File: config.mk
export PLATFORM = sky130hd
export DESIGN_NAME = lc3_imem_responder
export DESIGN_NICKNAME = d
export VERILOG_FILES = /design/src/rtl/lc3_imem_pkg.sv /design/src/rtl/lc3_imem_ram.sv /design/src/rtl/lc3_imem_responder.sv
export SDC_FILE = /design/constraint.sdc
export NUM_CORES = 2
export LEC_CHECK = 0
export BUFFER_PORTS_ARGS = -buffer_cell sky130_fd_sc_hd__buf_4
export CORE_AREA = 2 2 634 636
export DETAILED_ROUTE_END_ITERATION = 7
export DIE_AREA = 0 0 636 638
export PLACE_DENSITY = 0.56
export SLEW_MARGIN = 20
export SYNTH_ARGS = -nofsm -noshare
export SYNTH_HDL_FRONTEND = slang
export SYNTH_SLANG_ARGS = --single-unit
File: constraint.sdc
create_clock -name clock -period 5.8 [get_ports clock]
set_clock_uncertainty 0.1 [all_clocks]
set_input_delay 1.16 -clock clock [delete_from_list [all_inputs] [get_ports clock]]
set_output_delay 1.16 -clock clock [all_outputs]
set_load 0.01 [all_outputs]
File: src/rtl/lc3_imem_pkg.sv
// Shared types and constants for the LC3 instruction-memory responder.
package lc3_imem_pkg;

  typedef logic [15:0] lc3_word_t;

  localparam lc3_word_t   NOP_INSTR = 16'h0000;
  localparam int unsigned LAT_MAX   = 4;

  typedef struct packed {
    logic      valid;
    lc3_word_t pc;
    logic      oob;
  } imem_req_t;

  // True when any address bit at or above the index width is set.
  function automatic logic addr_oob(lc3_word_t addr, int unsigned aw);
    return (aw < 16) && ((addr >> aw) != '0);
  endfunction

endpackage

File: src/rtl/lc3_imem_ram.sv
// DEPTH x 16 program memory: registered read port (first latency stage), independent write port.
module lc3_imem_ram
  import lc3_imem_pkg::*;
#(
  parameter int unsigned DEPTH = 256,
  localparam int unsigned AW   = $clog2(DEPTH)
) (
  input  logic          clock,
  input  logic          reset,
  input  logic          rd_en,
  input  logic [AW-1:0] rd_idx,
  input  logic          rd_oob,
  input  logic          wr_en,
  input  logic [AW-1:0] wr_idx,
  input  lc3_word_t     wr_data,
  output lc3_word_t     rd_data
);

  lc3_word_t mem [DEPTH];
  lc3_word_t rd_data_q;

  // Array is deliberately not reset; program contents survive reset.
  always_ff @(posedge clock) begin
    if (wr_en) begin
      mem[wr_idx] <= wr_data;
    end
  end

  // Non-blocking update gives read-before-write on a same-edge collision.
  always_ff @(posedge clock) begin
    if (reset) begin
      rd_data_q <= '0;
    end else if (rd_en) begin
      rd_data_q <= rd_oob ? NOP_INSTR : mem[rd_idx];
    end
  end

  assign rd_data = rd_data_q;

endmodule

File: src/rtl/lc3_imem_responder.sv
// Instruction-memory responder: returns the word at pc RD_LAT cycles after each fetch strobe.
module lc3_imem_responder
  import lc3_imem_pkg::*;
#(
  parameter int unsigned DEPTH  = 256,
  parameter int unsigned RD_LAT = 1
) (
  input  logic      clock,
  input  logic      reset,
  input  lc3_word_t pc,
  input  logic      instrmem_rd,
  input  logic      ld_en,
  input  lc3_word_t ld_addr,
  input  lc3_word_t ld_data,
  output lc3_word_t imem_dout,
  output logic      imem_valid,
  output lc3_word_t imem_pc,
  output logic      imem_oob,
  output lc3_word_t rd_count
);

  localparam int unsigned AW = $clog2(DEPTH);

  logic      rd_oob;
  logic      ld_oob;
  lc3_word_t ram_data;
  imem_req_t req0_q;
  imem_req_t out_req;
  lc3_word_t out_data;
  lc3_word_t rd_count_q;

  assign rd_oob = addr_oob(pc, AW);
  assign ld_oob = addr_oob(ld_addr, AW);

  lc3_imem_ram #(
    .DEPTH (DEPTH)
  ) u_ram (
    .clock   (clock),
    .reset   (reset),
    .rd_en   (instrmem_rd),
    .rd_idx  (pc[AW-1:0]),
    .rd_oob  (rd_oob),
    .wr_en   (ld_en && !ld_oob),
    .wr_idx  (ld_addr[AW-1:0]),
    .wr_data (ld_data),
    .rd_data (ram_data)
  );

  // Request tag travelling alongside the RAM's read register.
  always_ff @(posedge clock) begin
    if (reset) begin
      req0_q <= '0;
    end else begin
      req0_q.valid <= instrmem_rd;
      if (instrmem_rd) begin
        req0_q.pc  <= pc;
        req0_q.oob <= rd_oob;
      end
    end
  end

  // Payloads only advance behind a valid bit, so the last stage holds the previous response.
  if (RD_LAT == 1) begin : g_no_pipe
    assign out_req  = req0_q;
    assign out_data = ram_data;
  end else begin : g_pipe
    imem_req_t req_q  [RD_LAT-1];
    lc3_word_t data_q [RD_LAT-1];

    always_ff @(posedge clock) begin
      if (reset) begin
        for (int i = 0; i < int'(RD_LAT) - 1; i++) begin
          req_q[i]  <= '0;
          data_q[i] <= '0;
        end
      end else begin
        req_q[0].valid <= req0_q.valid;
        if (req0_q.valid) begin
          req_q[0].pc  <= req0_q.pc;
          req_q[0].oob <= req0_q.oob;
          data_q[0]    <= ram_data;
        end
        for (int i = 1; i < int'(RD_LAT) - 1; i++) begin
          req_q[i].valid <= req_q[i-1].valid;
          if (req_q[i-1].valid) begin
            req_q[i].pc  <= req_q[i-1].pc;
            req_q[i].oob <= req_q[i-1].oob;
            data_q[i]    <= data_q[i-1];
          end
        end
      end
    end

    assign out_req  = req_q[RD_LAT-2];
    assign out_data = data_q[RD_LAT-2];
  end

  always_ff @(posedge clock) begin
    if (reset) begin
      rd_count_q <= '0;
    end else if (instrmem_rd && (rd_count_q != 16'hFFFF)) begin
      rd_count_q <= rd_count_q + 16'd1;
    end
  end

  assign imem_dout  = out_data;
  assign imem_valid = out_req.valid;
  assign imem_pc    = out_req.pc;
  assign imem_oob   = out_req.oob;
  assign rd_count   = rd_count_q;

endmodule

After elaboration in Yosys (flattened, before gate mapping):

Memory sizes are Yosys's and may differ from the RTL's.
Cells that the tools add are included.

* memories kept: 1
* register bits after elaboration: 50
* logic and storage cells: 16
* input bits: 52
* RAM bits: 4096

* multiplexer cells: 3
* reductions and logical operators: 5
* $add $sub $neg: 1
* equality and inequality tests: 1

Memory list
* u_ram.mem: depth 256, bits a word 16, rd ports 1, clocked after Yosys merged registers in 0, write ports 1, RTL line lc3_imem_ram.sv:19 `lc3_word_t mem [DEPTH];`

Operator list (number)
* 16-bit nonzero test: 2
* 16-bit by 1-bit adder with 16-bit output (second input constant): 1
* 16-bit two-way mux: 1
* 16-bit inequality test (second input constant): 1
* 1-bit logical AND: 2
* 1-bit two-way mux: 2
* 1-bit logical NOT: 1

Depth between registers and ports, before layout:

* depth after elaboration: 5
* gate-level depth with buffers: 14
* mapped depth without buffers: 8

Modules after synthesis:

Synthesis repeated with hierarchy kept, for this count alone.

* cell total of the unflattened synthesis: 7333
* area, all modules: 159359.1 um2

Modules (own cells, without submodules)
* lc3_imem_ram: instances 1, area each 157902.7 um2, cells each 7179, sequential area each 123318.3 um2
* lc3_imem_responder: instances 1, area each 1456.4 um2, cells each 154, sequential area each 680.7 um2

Worst setup path before layout:

No wires, ideal clock.

* kind: input-to-reg
* start: in ld_addr[9]
* end: mem u_ram.mem[118][0] (netlist name), enable pin
* buffers on the path: 1
* library setup time: 388 ps
* data arrival time: 3011 ps
* setup slack: 2300 ps
* cell stages on the path: 6
* cells stage by stage: nor3_1 > nand4_1 > nor3b_1 > nand3_1 > clkbuf_1 > nor2_1

* longest elaborated chain between the ends: 5

RTL lines
* from (decl): RTL line lc3_imem_responder.sv:13 `input lc3_word_t ld_addr,`
* 16-bit nonzero test: RTL line lc3_imem_pkg.sv:17 `return (aw < 16) && ((addr >> aw) != '0);`
* 1-bit logical NOT: RTL line lc3_imem_responder.sv:43 `.wr_en (ld_en && !ld_oob),`
* 1-bit logical AND: RTL line lc3_imem_responder.sv:43
* 1-bit two-way mux: RTL line lc3_imem_ram.sv:24 `if (wr_en) begin`
* 1-bit two-way mux (implied by the code): RTL line lc3_imem_ram.sv:25 `mem[wr_idx] <= wr_data;`
* to (decl): RTL line lc3_imem_ram.sv:19

Every way passes these cells.

Final worst setup path:

* start: in pc[2]
* end: reg u_ram.rd_data_q[4] (netlist: u_ram.rd_data[4])

* longest elaborated chain between the ends: 2

RTL lines
* from (decl): RTL line lc3_imem_responder.sv:10 `input lc3_word_t pc,`
* memory read 256 x 16 bit
* 16-bit two-way mux: RTL line lc3_imem_ram.sv:34 `rd_data_q <= rd_oob ? NOP_INSTR : mem[rd_idx];`
* to (signal assigned): RTL line lc3_imem_ram.sv:34
* to (decl): RTL line lc3_imem_ram.sv:20 `lc3_word_t rd_data_q;`

Every way passes these cells.
A chain may end at the register's enable or synchronous reset.

==> results.md <==
* Yosys Warn Count at 0
* LEAKAGE at 57.95 nW
* Netlist cell types at 71
* Vias in the first global route at 80,660
* Final Setup Violations at 0
* Die height at 638 um
* Fraction of registers with async set/reset at 0%
* Max Fclk at 234.4 MHz
* Most frequent cells in the layout: edfxtp_1, mux4_2, buf_4
* Max Cap Violations at 0
* Final ANT Viol Nets at 0
* Resize count post-CTS at 0
* Max Slew Vio Count at 0
* Clock buffer depth at 4
* Outcome: finished clean
* Average via count per standard cell at 6.074
* Die Width at 636 um
* Number of flops mapped to enable cells by yosys at 4,096
* # rows at 232
* Slew HR at 7.552%
* Final net count at 8,080
* Total wire length at 494,700 um
* Fill count at 33,000
* Cts bufs inserted at 422
* Root Driver: clkbuf_16
* Min Clock Period, post-route at 4.266 ns
* Cells after Synth at 7,282
* Avg Inst Size Synth at 21.84 sq um
* Vias at 83,000
* Most used DFF post-synth: edfxtp_1
* 1st-iter DRT viols at 13,260
* DP Area at 170,200 sq um
* Hold_buf cts at 0
* Largest net degree at the start of global routing at 194
* Post-CTS Setup Bufs at 0
* CTS tree: built
* Cell area after layout at 183,900 sq um
* Total Power at 63.32 mW
* Sum Neg Setup Slack at 0 ns
* Critical path arrival at 5.10 ns
* DR WL/cell at 36.20 um
* Clk_lat worst skew at 1.02 ns
* Worst setup SP type: input pin
* Initial antenna violation count at 39
* Worst-margin pin slew at 1.387 ns
* Final period util at 73.55%
* CTS Sinks at 4,146
* Critical path endpoint category: flip-flop
* Yosys reg bits at 4,146
* Type of the most critical hold path: input pin to flip-flop
* Critical Path RT at 6.64 ns
* Seq/Total Area, Yosys at 77.98%
* First-pass DRT Iterations at 8
* CP max FO at 49
* # IOs at 102
* VDD IR max at 258.3 uV
* Full die area at 405,800 sq um
* Gr usage total at 23.95%
* Layout Area Growth over Synthesis at 15.65%
* Critical setup path kind: input pin to flip-flop
* Most common cell after layout, fill and taps aside: edfxtp_1
* Initial Util at 39.90%
* Share of cells above drive strength 1 at 29.93%
* Fin. Hold Viols at 0
* RSZ-0062 raised after global routing: false
* DRC Markers at 0
* Final hold slack at 0.3293 ns
* Pwr dens at 344.3 nW/um^2
* H-tree depth at 5
* First-pass GRT wire length at 676,900 um
* Syn nets at 7,335
* Post-DP HPWL at 310,700 um
* Global route total overflow at 0
* CORE AREA at 398,600 sq um
* PortBufs at 101
* Clk slew on worst S/H paths at 0.06 ns
* Routability Congestion at 0.8561
* Cell area after synthesis at 159,000 sq um
-- critical path: stages --
cell     delay, ns
buf_8         0.17
inv_4         0.71
buf_4         0.55
nand2_1       0.23
nor4_1        0.89
nor4_1        0.19
a21oi_1       0.69
a32o_1        0.28
-- report_power, final --
group	total, mW	switching [mW]	internal (mW)
logic	3.37	2.30	1.08
clock network	27.0	11.7	15.3
registers	32.9	0.00837	32.9
total	63.3	14.0	49.3
-- kinds of logic after synthesis --
| family | synth area share, % |
|---|---|
| compound gates | 2.649 |
| mux | 15.39 |
| simple gates | 2.338 |
| fa+ha+maj | 0.007867 |
| flops | 77.98 |
| xor+xnor | 0.04957 |
| buf+inv | 1.590 |
-- synthesized netlist by cell type (all sizes together) (12+ instances only) --
| cell | n | area, sq um |
|---|---|---|
| a211oi | 30 | 225.2 |
| a21oi | 94 | 470.5 |
| a221oi | 23 | 201.4 |
| a22o | 20 | 175.2 |
| a22oi | 99 | 743.2 |
| a311oi | 14 | 122.6 |
| a31oi | 31 | 193.9 |
| and3 | 15 | 93.84 |
| buf | 265 | 1904 |
| clkbuf | 153 | 575.6 |
| dfxtp | 50 | 1001 |
| edfxtp | 4096 | 123000 |
| inv | 13 | 48.80 |
| mux2i | 232 | 2322 |
| mux4 | 978 | 22050 |
| nand2 | 265 | 994.7 |
| nand2b | 15 | 93.84 |
| nand3 | 57 | 285.3 |
| nor2 | 355 | 1333 |
| nor2b | 24 | 150.1 |
| nor3 | 62 | 310.3 |
| nor4 | 23 | 143.9 |
| o21ai | 69 | 345.3 |
| o221ai | 31 | 271.5 |
| o22ai | 125 | 782.0 |
| o31ai | 12 | 90.09 |
| or3 | 15 | 93.84 |
-- metrics by stage --
stage	setup WS [ns]	instances	util (%)
after floorplan	2.300	7282	-
after global placement	-0.07168	12860	42.68
after detailed placement	0.5088	12870	42.70
after CTS	1.531	13650	46.13
after global routing	1.544	13650	46.14
final	1.534	13660	46.14
-- cell type report --
type | instances | area, sq um | area share, %
Tap cell | 5265 | 6588 | 3.582
Multi-Input combinational cell | 2705 | 33040 | 17.97
Inverter | 13 | 58.81 | 0.03198
Clock buffer | 507 | 10980 | 5.972
Timing Repair Buffer | 739 | 6521 | 3.546
Antenna cell | 13 | 32.53 | 0.01769
Sequential cell | 4146 | 124000 | 67.43
Clock inverter | 276 | 2679 | 1.457
-- flip-flops by register name, indices dropped and copies added (netlist names) --
name / count
u_ram.mem: 4096
u_ram.rd_data: 16
imem_valid: 1
imem_oob: 1
rd_count: 16
imem_pc: 16
-- path summary, 6_finish.rpt --
kind	start	depth (start not counted)	to	slack, ns
worst max register to register	u_ram.mem[111][14]	7	u_ram.rd_data[14]	2.60
worst min-delay path	pc[12]	3	imem_pc[12]	0.33
worst max-delay path	pc[2]	8	u_ram.rd_data[4]	1.53
worst min register to register	imem_pc[14]	2	imem_pc[14]	0.40
-- routing by layer --
layer  GRT usage (%)  vias up  part of all wire (%)  wire length (um)
li1                -    32270                     -                 -
met1           34.31    45250                    40            198800
met2           37.37     4766                    47            230100
met3           4.248      709                   9.6             47490
met4           7.845        4                   3.7             18300
met5               0        -                0.0063                31
(Power assumes the default switching activity.)
